<file path="src/rtl/uart_arb_pkg.sv">
// rtl/uart_arb_pkg.sv - state encoding and UART register constants for the UART transmit arbiter
package uart_arb_pkg;

  localparam logic [2:0] ST_INIT  = 3'd0;
  localparam logic [2:0] ST_CFG   = 3'd1;
  localparam logic [2:0] ST_IDLE  = 3'd2;
  localparam logic [2:0] ST_WRITE = 3'd3;
  localparam logic [2:0] ST_GAP   = 3'd4;
  localparam logic [2:0] ST_WAIT  = 3'd5;

  typedef enum logic [2:0] {
    S_INIT  = ST_INIT,
    S_CFG   = ST_CFG,
    S_IDLE  = ST_IDLE,
    S_WRITE = ST_WRITE,
    S_GAP   = ST_GAP,
    S_WAIT  = ST_WAIT
  } arb_state_t;

  localparam logic [3:0] DATA_ADDR = 4'd0;
  localparam logic [3:0] CTRL_ADDR = 4'd1;
  localparam logic [7:0] LF        = 8'h0A;

endpackage

</file>
<file path="src/rtl/rr_pick.sv">
// rtl/rr_pick.sv - combinational round-robin pick: first set req bit at or above ptr, wrapping
module rr_pick #(
  parameter int NREQ = 3,
  parameter int PW   = $clog2(NREQ)
) (
  input  logic [NREQ-1:0] req,
  input  logic [PW-1:0]   ptr,
  output logic [PW-1:0]   grant,
  output logic            valid
);

  logic [PW:0] idx_sum;
  logic [PW-1:0] idx;

  // Scan from the farthest offset down so the closest set bit to ptr is assigned last.
  always_comb begin
    grant   = '0;
    valid   = 1'b0;
    idx_sum = '0;
    idx     = '0;
    for (int i = NREQ - 1; i >= 0; i--) begin
      idx_sum = {1'b0, ptr} + (PW+1)'(i);
      if (idx_sum >= (PW+1)'(NREQ)) begin
        idx_sum = idx_sum - (PW+1)'(NREQ);
      end
      idx = idx_sum[PW-1:0];
      if (req[idx]) begin
        grant = idx;
        valid = 1'b1;
      end
    end
  end

endmodule

</file>
<file path="src/rtl/uart_tx_arb.sv">
// rtl/uart_tx_arb.sv - shares one memory-mapped UART transmitter between NREQ byte producers
// Build option UART_ARB_LINELOCK_EN holds the grant on one requester until it writes a line feed.
module uart_tx_arb #(
  parameter int         NREQ      = 3,
  parameter logic [7:0] CTRL_INIT = 8'd3,
  parameter logic [3:0] CTRL_ADDR = uart_arb_pkg::CTRL_ADDR,
  parameter logic [3:0] DATA_ADDR = uart_arb_pkg::DATA_ADDR,
  parameter int         MIN_GAP   = 4
) (
  input  logic              clk,
  input  logic              reset,
  input  logic [NREQ-1:0]   req,
  input  logic [NREQ*8-1:0] req_data,
  output logic [NREQ-1:0]   ack,
  input  logic              tx_ready,
  output logic              u_cs,
  output logic              u_wen,
  output logic [3:0]        u_addr,
  output logic [31:0]       u_din,
  output logic              busy
);

  import uart_arb_pkg::*;

  localparam int PW = $clog2(NREQ);
  localparam int CW = $clog2(MIN_GAP + 1);

  arb_state_t      state;
  logic [PW-1:0]   rr_ptr;
  logic [PW-1:0]   gnt;
  logic [PW-1:0]   next_ptr;
  logic [PW-1:0]   pick_idx;
  logic            pick_valid;
  logic [NREQ-1:0] pick_req;
  logic [CW-1:0]   gap_cnt;
  logic [7:0]      req_bytes [NREQ];

  for (genvar i = 0; i < NREQ; i++) begin : g_bytes
    assign req_bytes[i] = req_data[8*i +: 8];
  end

  assign next_ptr = (gnt == PW'(NREQ - 1)) ? '0 : gnt + PW'(1);

`ifdef UART_ARB_LINELOCK_EN
  logic locked;

  // gnt keeps the locked requester's index, so masking to that bit narrows the pick to it.
  always_comb begin
    pick_req = req;
    if (locked) begin
      pick_req = req & (NREQ'(1) << gnt);
    end
  end
`else
  assign pick_req = req;
`endif

  rr_pick #(
    .NREQ (NREQ),
    .PW   (PW)
  ) u_pick (
    .req   (pick_req),
    .ptr   (rr_ptr),
    .grant (pick_idx),
    .valid (pick_valid)
  );

  always_ff @(posedge clk) begin
    if (reset) begin
      state   <= S_INIT;
      u_cs    <= 1'b0;
      u_wen   <= 1'b0;
      u_addr  <= '0;
      u_din   <= '0;
      ack     <= '0;
      busy    <= 1'b1;
      rr_ptr  <= '0;
      gap_cnt <= '0;
      gnt     <= '0;
`ifdef UART_ARB_LINELOCK_EN
      locked  <= 1'b0;
`endif
    end else begin
      case (state)
        S_INIT: begin
          u_cs   <= 1'b1;
          u_wen  <= 1'b1;
          u_addr <= CTRL_ADDR;
          u_din  <= {24'b0, CTRL_INIT};
          state  <= S_CFG;
        end
        S_CFG: begin
          u_cs    <= 1'b0;
          u_wen   <= 1'b0;
          gap_cnt <= CW'(MIN_GAP);
          state   <= S_GAP;
        end
        S_IDLE: begin
          if (pick_valid) begin
            gnt    <= pick_idx;
            u_cs   <= 1'b1;
            u_wen  <= 1'b1;
            u_addr <= DATA_ADDR;
            u_din  <= {24'b0, req_bytes[pick_idx]};
            ack    <= NREQ'(1) << pick_idx;
            busy   <= 1'b1;
            state  <= S_WRITE;
          end
        end
        S_WRITE: begin
          u_cs    <= 1'b0;
          u_wen   <= 1'b0;
          ack     <= '0;
          gap_cnt <= CW'(MIN_GAP);
          state   <= S_GAP;
`ifdef UART_ARB_LINELOCK_EN
          if (u_din[7:0] == LF) begin
            rr_ptr <= next_ptr;
            locked <= 1'b0;
          end else begin
            locked <= 1'b1;
          end
`else
          rr_ptr  <= next_ptr;
`endif
        end
        // tx_ready lags a write by a few cycles, so it is not trusted until the gap expires.
        S_GAP: begin
          gap_cnt <= gap_cnt - CW'(1);
          if (gap_cnt == CW'(1)) begin
            state <= S_WAIT;
          end
        end
        S_WAIT: begin
          if (tx_ready) begin
            busy  <= 1'b0;
            state <= S_IDLE;
          end
        end
        default: state <= S_INIT;
      endcase
    end
  end

endmodule

</file>
<file path="config.mk">
export PLATFORM = sky130hd
export DESIGN_NAME = uart_tx_arb
export DESIGN_NICKNAME = d
export VERILOG_FILES = /design/src/rtl/uart_arb_pkg.sv /design/src/rtl/rr_pick.sv /design/src/rtl/uart_tx_arb.sv
export SDC_FILE = /design/constraint.sdc
export NUM_CORES = 1
export LEC_CHECK = 0
export ABC_AREA = 1
export CORE_MARGIN = 2
export CORE_UTILIZATION = 47
export DETAILED_ROUTE_END_ITERATION = 7
export PLACE_DENSITY_LB_ADDON = 0.3
export SLEW_MARGIN = 20
export SYNTH_ARGS = -nofsm -noshare
export SYNTH_HDL_FRONTEND = slang
export SYNTH_SLANG_ARGS = --single-unit
</file>
<file path="constraint.sdc">
create_clock -name clk -period 4.55 [get_ports clk]
set_input_delay 0.91 -clock clk [delete_from_list [all_inputs] [get_ports clk]]
set_output_delay 0.91 -clock clk [all_outputs]
set_load 0.01 [all_outputs]
</file>
==> summary.md, run 1 <==
The flow ran to the end, and the final reports show no timing, DRC or antenna violations. In the synthesized netlist the dominant register cell turns out to be sky130_fd_sc_hd__dfxtp_1. The run gives 4365 um2 as the die area. For the pin with the worst max-slew slack, the measured transition is 0.8295 ns.

The class of the tightest hold or removal check was reg -> reg. The tools report the via count of the first global-routing pass as 1,542. The tools report the number of DRC markers in iteration 0 as 87. The clock sink count was 24. After detailed routing, the average wire length per cell comes to 10.80 um.

The register area share after synthesis is 26.54%. Entering global routing, the biggest net connects 21 pins. The total power after layout is 0.5891 mW. The worst hold path begins at ack[2].

Average footprint of a synthesized cell: 6.632 um2. The number of flops mapped to enable cells by yosys is 0. From left edge to right edge, the die measures 66.07 um. The share of the clock period used by the worst path after layout is 53.98%.

The worst-case setup margin in the final layout is 2.094 ns, and the data arrival at the endpoint of the critical path is 2.65 ns. For the H-tree depth, the log shows 1. Hold-critical path endpoint: ack[2]. The peak clock frequency supported by timing is 407.1 MHz, and the area share of the largest cell type after synthesis is 26.54%. The repair_antennas step left the layout with diodes totalling 0.

The tools report the overall fraction of global-route tracks in use as 19.03%. Number of input and output port buffers inserted: 44. Detailed-routing iteration count for the pre-antenna-repair pass: 4. The logs give 3689 um2 for the core outline area and 1.839 ns for the pre-CTS setup slack. At the end of routability-driven placement, the weighted congestion stood at 0.9131.

The number of core rows was 22. Hold-critical path depth: 2. For the maximum number of buffers from clock root to sink, the log shows 2. Class of the most critical setup path: in -> reg.

The tools report the top-level I/O count as 72. The tools report the total congestion overflow after global routing as 0. Dividing the detail-routed via count by the number of cells gives 4.719.

The tools report the clock network latency to the later pin of the worst-skew pair as 0.27 ns. For this run, design rule violations remaining after detail routing come to 0. The final core utilization came out at 59.97%. Of all cell types, the one taking the most synthesized area is sky130_fd_sc_hd__dfxtp_1. The first global-routing pass estimated 6534 um of wire.

The number of hold violations in the final report was 0; the flip-flop and latch count after synthesis was 24. The cell sitting at the root of the clock tree is a sky130_fd_sc_hd__clkbuf_8. Across the routed clock network, the largest skew measured is 0.001869 ns.

For this block, the routed nets add up to 3920 um of wire. Synthesis produced a netlist whose cell count is 273. The number of non-filler instances in the completed layout came out at 363. The logs give 2.45 ns for the register-to-register setup slack and 0 for the initial antenna violation count. The tool flagged a number of max-cap violations equal to 0. For the finished layout, the period the worst path requires is 2.456 ns. The share of flip-flops with an asynchronous set or reset works out to 0%. The number of gates resized after CTS was 0. TritonCTS built the clock tree.

The effective utilization at floorplan is 49.08%, and the length in cells of the worst reg-to-reg path is 11. The type of destination of the critical path was a flip-flop. Measured against its own limit, the worst slew margin works out to 44.53%. The net count of the finished layout is 352. The area growth from synthesis to layout is 22.18%. The share of cells above drive strength 1 came out at 7.937%. At the worst endpoint, the required time is 4.74 ns.

The wire-length estimate of the detail-placed layout is 3090 um. STA classifies the critical path startpoint as a primary input. Launch point of the worst reg-to-reg path: rr_ptr[0]. The cell count after placement is 360, and the die outline height is 66.07 um. Count of warnings emitted by yosys: 0. Setup repair after global routing left no endpoint under its margin. Adding up every negative setup slack in the final design gives 0 ns. The logs give 0 for the number of slew-limit violations in the final report and 0 for the number of setup violations in the final report.

The number of nets still failing antenna checks after routing is 0. The power density normalized to cell area was 266.3 nW/um2; the maximum ir drop on the vdd rail was 0.1296 mV. For the number of vias in the routed layout, the log shows 1,713.

Summed over all cells, the static leakage comes to 1.036 nW. Clock-pin slew was measured on the worst setup and hold paths at 0.08 ns. Number of buffers created by CTS: 3.

The largest fanout on the critical path is 9, and the number of distinct library cell variants in the gate-level netlist after synthesis is 32. In the post-synthesis netlist, the biggest area contributors are sky130_fd_sc_hd__dfxtp_1 27%, sky130_fd_sc_hd__nand3_1 13%, sky130_fd_sc_hd__nand2_1 12%, sky130_fd_sc_hd__buf_4 12%, sky130_fd_sc_hd__inv_1 10%. The destination of the worst register-to-register timing path is u_din[4]. In this run the post-CTS setup repair buffer count came out at 0. Hold repair after CTS inserted 0 buffers. The run gives 1810 um2 as the cell area after technology mapping.
==> per-stage QoR <==
step                      cell area (um2)  hold slack [ns]
after global routing                 2212           0.4972
final                                2212           0.4664
after CTS                            2212           0.4728
after global placement               2171           0.4503
after floorplan                      1908           0.4473
after detailed placement             2171           0.4551
==> sequential cells by signal (all words and copies together), names as in the netlist <==
name / count
gap_cnt: 3
busy: 1
state: 3
ack: 3
u_wen: 1
rr_ptr: 2
u_addr: 1
u_din: 8
gnt: 2
==> worst max-delay path by stage <==
stage	from	endpoint
global placement	req[2]	u_din[4]
CTS	req[2]	u_din[3]
finish	req[2]	u_din[3]
floorplan	req[2]	u_din[3]
detailed placement	req[2]	u_din[4]
global route	req[2]	u_din[4]
==> cells in the mapped netlist, types with 3 or more instances <==
library cell,instances
sky130_fd_sc_hd__ha_1,5
sky130_fd_sc_hd__buf_4,28
sky130_fd_sc_hd__nand2_1,58
sky130_fd_sc_hd__nand3_2,3
sky130_fd_sc_hd__inv_2,4
sky130_fd_sc_hd__nor2_1,9
sky130_fd_sc_hd__nand3_1,46
sky130_fd_sc_hd__dfxtp_1,24
sky130_fd_sc_hd__o21ai_1,3
sky130_fd_sc_hd__inv_1,48
sky130_fd_sc_hd__a21oi_2,3
sky130_fd_sc_hd__a21oi_1,16
==> layer usage <==
metal	share of wire, %	track usage, %	vias up
li1	-	-	886
met1	46	24.68	746
met2	46	31.31	73
met3	6.3	4.600	8
met4	1.9	5.612	0
met5	0	0	-
==> layout make-up <==
class	instances	area [um2]
clock buffers	3	41.29
fillers	361	1476
inverters	54	205.2
multi-input cells	190	984.7
flip-flops and latches	24	480.5
well taps	48	60.06
repair buffers	44	440.4
==> critical path: stages <==
cell and delay [ns]:
sky130_fd_sc_hd__clkdlybuf4s50_1 0.54, sky130_fd_sc_hd__inv_1 0.09, sky130_fd_sc_hd__o21ai_2 0.16, sky130_fd_sc_hd__nand2_4 0.10
sky130_fd_sc_hd__nor2_1 0.14, sky130_fd_sc_hd__clkinv_1 0.25, sky130_fd_sc_hd__nand3_1 0.16, sky130_fd_sc_hd__nand3_1 0.15
sky130_fd_sc_hd__a21oi_2 0.15
==> where the power goes <==
part           internal [mW]  switching [mW]
logic                 0.0903           0.123
registers              0.233          0.0164
clock network         0.0593          0.0669
total                  0.383           0.206
==> layout by cell type, fill, tap and decap left out, drive strengths merged <==
cell / n
nor3: 2
a311oi: 1
o211ai: 1
clkdlybuf4s50: 44
nand2: 63
clkinv: 1
clkbuf: 3
ha: 5
a211oi: 2
o22ai: 1
nor2: 12
a21oi: 19
dfxtp: 24
inv: 53
conb: 27
nand3: 50
o21ai: 6
a31oi: 1
==> cells by family (layout without fill, tap and decap cells) <==
group	after synthesis	in the layout	synth area share [%]
fa+ha+maj	5	5	3.455
flops	24	24	26.54
simple gates	127	127	34.90
compound gates	31	31	10.44
buf+inv	85	101	24.46
other cells	1	27	0.2071
No activity file was read; power rests on OpenSTA's default activity.
==> run 2, diff against run 1 <==
CORE_UTILIZATION = 39   (was 47)
clock period = 2 ns   (was 4.55 ns; I/O delays follow)
==> summary.md, run 2 (synthesis gave the netlist of run 1 again) <==
For flop-to-flop paths, the worst setup slack is 0.17 ns. The worst hold path begins at ack[2]. The destination of the worst register-to-register timing path is u_din[6]. The worst hold path passes through 2 cells. For the largest net degree at the start of global routing, the log shows 13. The class of the most critical setup path was reg -> reg. The run gives 81 as the number of DRC markers in iteration 0.

Cells fill 52.89% of the core in the end. After clock tree synthesis, the clock-pin slew on the worst setup and hold paths is 0.08 ns. The initial antenna violation count was 0; the share of the clock period used by the worst path after layout was 91.75%. The detail-routed via count per cell is 4.707, and the global-route wire length before repair is 6610 um. H-tree depth: 1. For the standby leakage power, the log shows 1.094 nW.

Once detail routing completed, the nets flagged for antenna violations numbered 0. In the final design database the tool counted 361 nets. Average wire length per cell after detail routing: 10.81 um. The run finished with clean final reports. The total area inside the core boundary comes to 4414 um2. The die area is 5203 um2, and the peak clock frequency supported by timing is 545.0 MHz. The most common cell after layout, fill and taps aside is sky130_fd_sc_hd__nand2_1.

The die outline height was 72.14 um. Number of non-filler instances in the completed layout: 376. The kind of start point of the critical path is a flip-flop. The logs give 1,533 for the via count of the first global-routing pass and 0 for the number of antenna cells inserted. Cells with a size suffix above 1 make up 12.35% of the layout. Clock skew on the completed layout was measured at 0.005134 ns. The pre-antenna-repair detailed-routing pass consisted of 4 iterations.

At the later pin of the worst-skew pair, clock insertion delay measures 0.26 ns. The worst register-to-register path begins at rr_ptr[0]. The number of clock buffers added by TritonCTS is 3. On the worst path, the slowest cell contributes a delay of 0.34 ns.

Counting cells, the worst reg-to-reg path comes to 12. The min-delay analysis places its worst path in the category reg -> reg. During I/O placement, the number of pins put on the boundary was 72. The clock passes through at most 2 buffers. TritonCTS built the clock tree. The area growth from synthesis to layout is 28.96%.

The total wire length came out at 4066 um. In this run the clock root is driven by a sky130_fd_sc_hd__clkbuf_8. The total power after layout came out at 1.358 mW. The signal on the critical path passes through inv_1 > ha_4 > inv_4 > nand2_1 > nand3_1 > nand2_2 > nand3_2 > nand2_4 > inv_4 > nor2_8 > nand3_1 > a21oi_2. Global routing consumed, over all layers together, 15.85% of the routing resources.

Data on the critical path arrives at its endpoint at 2.04 ns. Setup repair after global routing left no endpoint under its margin. The run gives 0 as the number of hold violations in the final report. The cell count after placement is 370, and the worst path required time is 2.20 ns. The floorplan has 24 rows. The detailed placer's ending HPWL is 3227 um. Max-cap violations in this run came to 0. The run gives 0 as the number of slew-limit violations in the final report. The worst setup path is captured at a flip-flop. The largest fanout on the critical path was 8. In the layout the commonest cells are 58 x sky130_fd_sc_hd__nand2_1, 48 x sky130_fd_sc_hd__inv_1, 45 x sky130_fd_sc_hd__nand3_1. The total negative slack for setup checks is 0 ns. Ranked by flip-flop count, first place goes to u_din.

Among all stages on the critical path, the largest delay is contributed by sky130_fd_sc_hd__dfxtp_2. IR analysis of the VDD net gives a maximum drop of 0.3324 mV. Number of remaining DRC errors: 0. In this run, post-CTS hold repair placed 0 buffers. For this configuration, the core starts out at a cell density of 41.01%.

The register with the most flip-flops in the layout has 8 of them. At the end of routability-driven placement, the weighted congestion stood at 0.8542. After layout, the minimum clock period comes to 1.835 ns. Power spread over the standard cell area amounts to 581.9 nW/um2. Buffers placed on the I/O ports in this run total 44. The horizontal die dimension came out at 72.14 um. Number of setup violations in the final report: 0. The clock sink count is 24. The hold-critical path endpoint is ack[2].

The logs give 0 for the total congestion overflow after global routing and 1,770 for the number of vias in the routed layout.
run 2: where the power goes:
group / internal (mW) / switching [mW] / total (mW)
logic: 0.225 / 0.284 / 0.509
clock network: 0.135 / 0.149 / 0.283
registers: 0.530 / 0.0362 / 0.567
total: 0.890 / 0.468 / 1.36
run 2: layout make-up:
class | instances | area, um2
fill | 447 | 2079
sequential | 24 | 483.0
inverter | 54 | 207.7
clock buffer | 3 | 41.29
timing repair buffer | 53 | 533.0
multi-input combinational | 190 | 1005
tap | 52 | 65.06
run 2: worst max-delay path by stage:
stage / slack, ns / endpoint / start / depth (start not counted)
global placement: -0.06 / u_din[5] / req[2] / 9
detailed placement: -0.08 / u_din[5] / req[2] / 9
finish: 0.17 / u_din[6] / rr_ptr[0] / 12
floorplan: 0.24 / u_wen / rr_ptr[0] / 12
CTS: 0.01 / u_din[5] / rr_ptr[0] / 12
global route: 0.004 / u_din[5] / rr_ptr[0] / 12
run 2: per-layer routing:
layer  vias to the layer above  track usage [%]  share of wire [%]
li1                        914                -                  -
met1                       780            19.54                 43
met2                        70            27.52                 49
met3                         6            4.306                6.7
met4                         0            3.564                1.0
met5                         -                0                  0
run 2: worst max-delay path, delay by kind of cell, from the launching register on:
kind | cells | cell delay (ns)
buffers and inverters | 3 | 0.18
AO/OA/AOI/OAI | 1 | 0.15
AND/OR/NAND/NOR | 7 | 0.78
flip-flops | 1 | 0.34
adder cells (fa/ha/maj) | 1 | 0.32
run 2: per-stage QoR:
step / area [um2] / setup slack, ns / hold slack [ns]
2_1_floorplan: 1908 / 0.2397 / 0.4473
3_3_place_gp: 2246 / -0.05508 / 0.4528
3_5_place_dp: 2246 / -0.07900 / 0.4566
4_1_cts: 2290 / 0.01498 / 0.4681
5_1_grt: 2335 / 0.003559 / 0.5022
6_report: 2335 / 0.1650 / 0.4658
run 2: what timing repair did:
| action | CTS | global route |
|---|---|---|
| pin swaps | 0 | 4 |
| setup buffers | 0 | 3 |
| endpoints found under the hold margin | 0 | 0 |
| gates cloned | 0 | 0 |
| endpoints found under the setup margin | 3 | 13 |
| resized for setup | 1 | 7 |
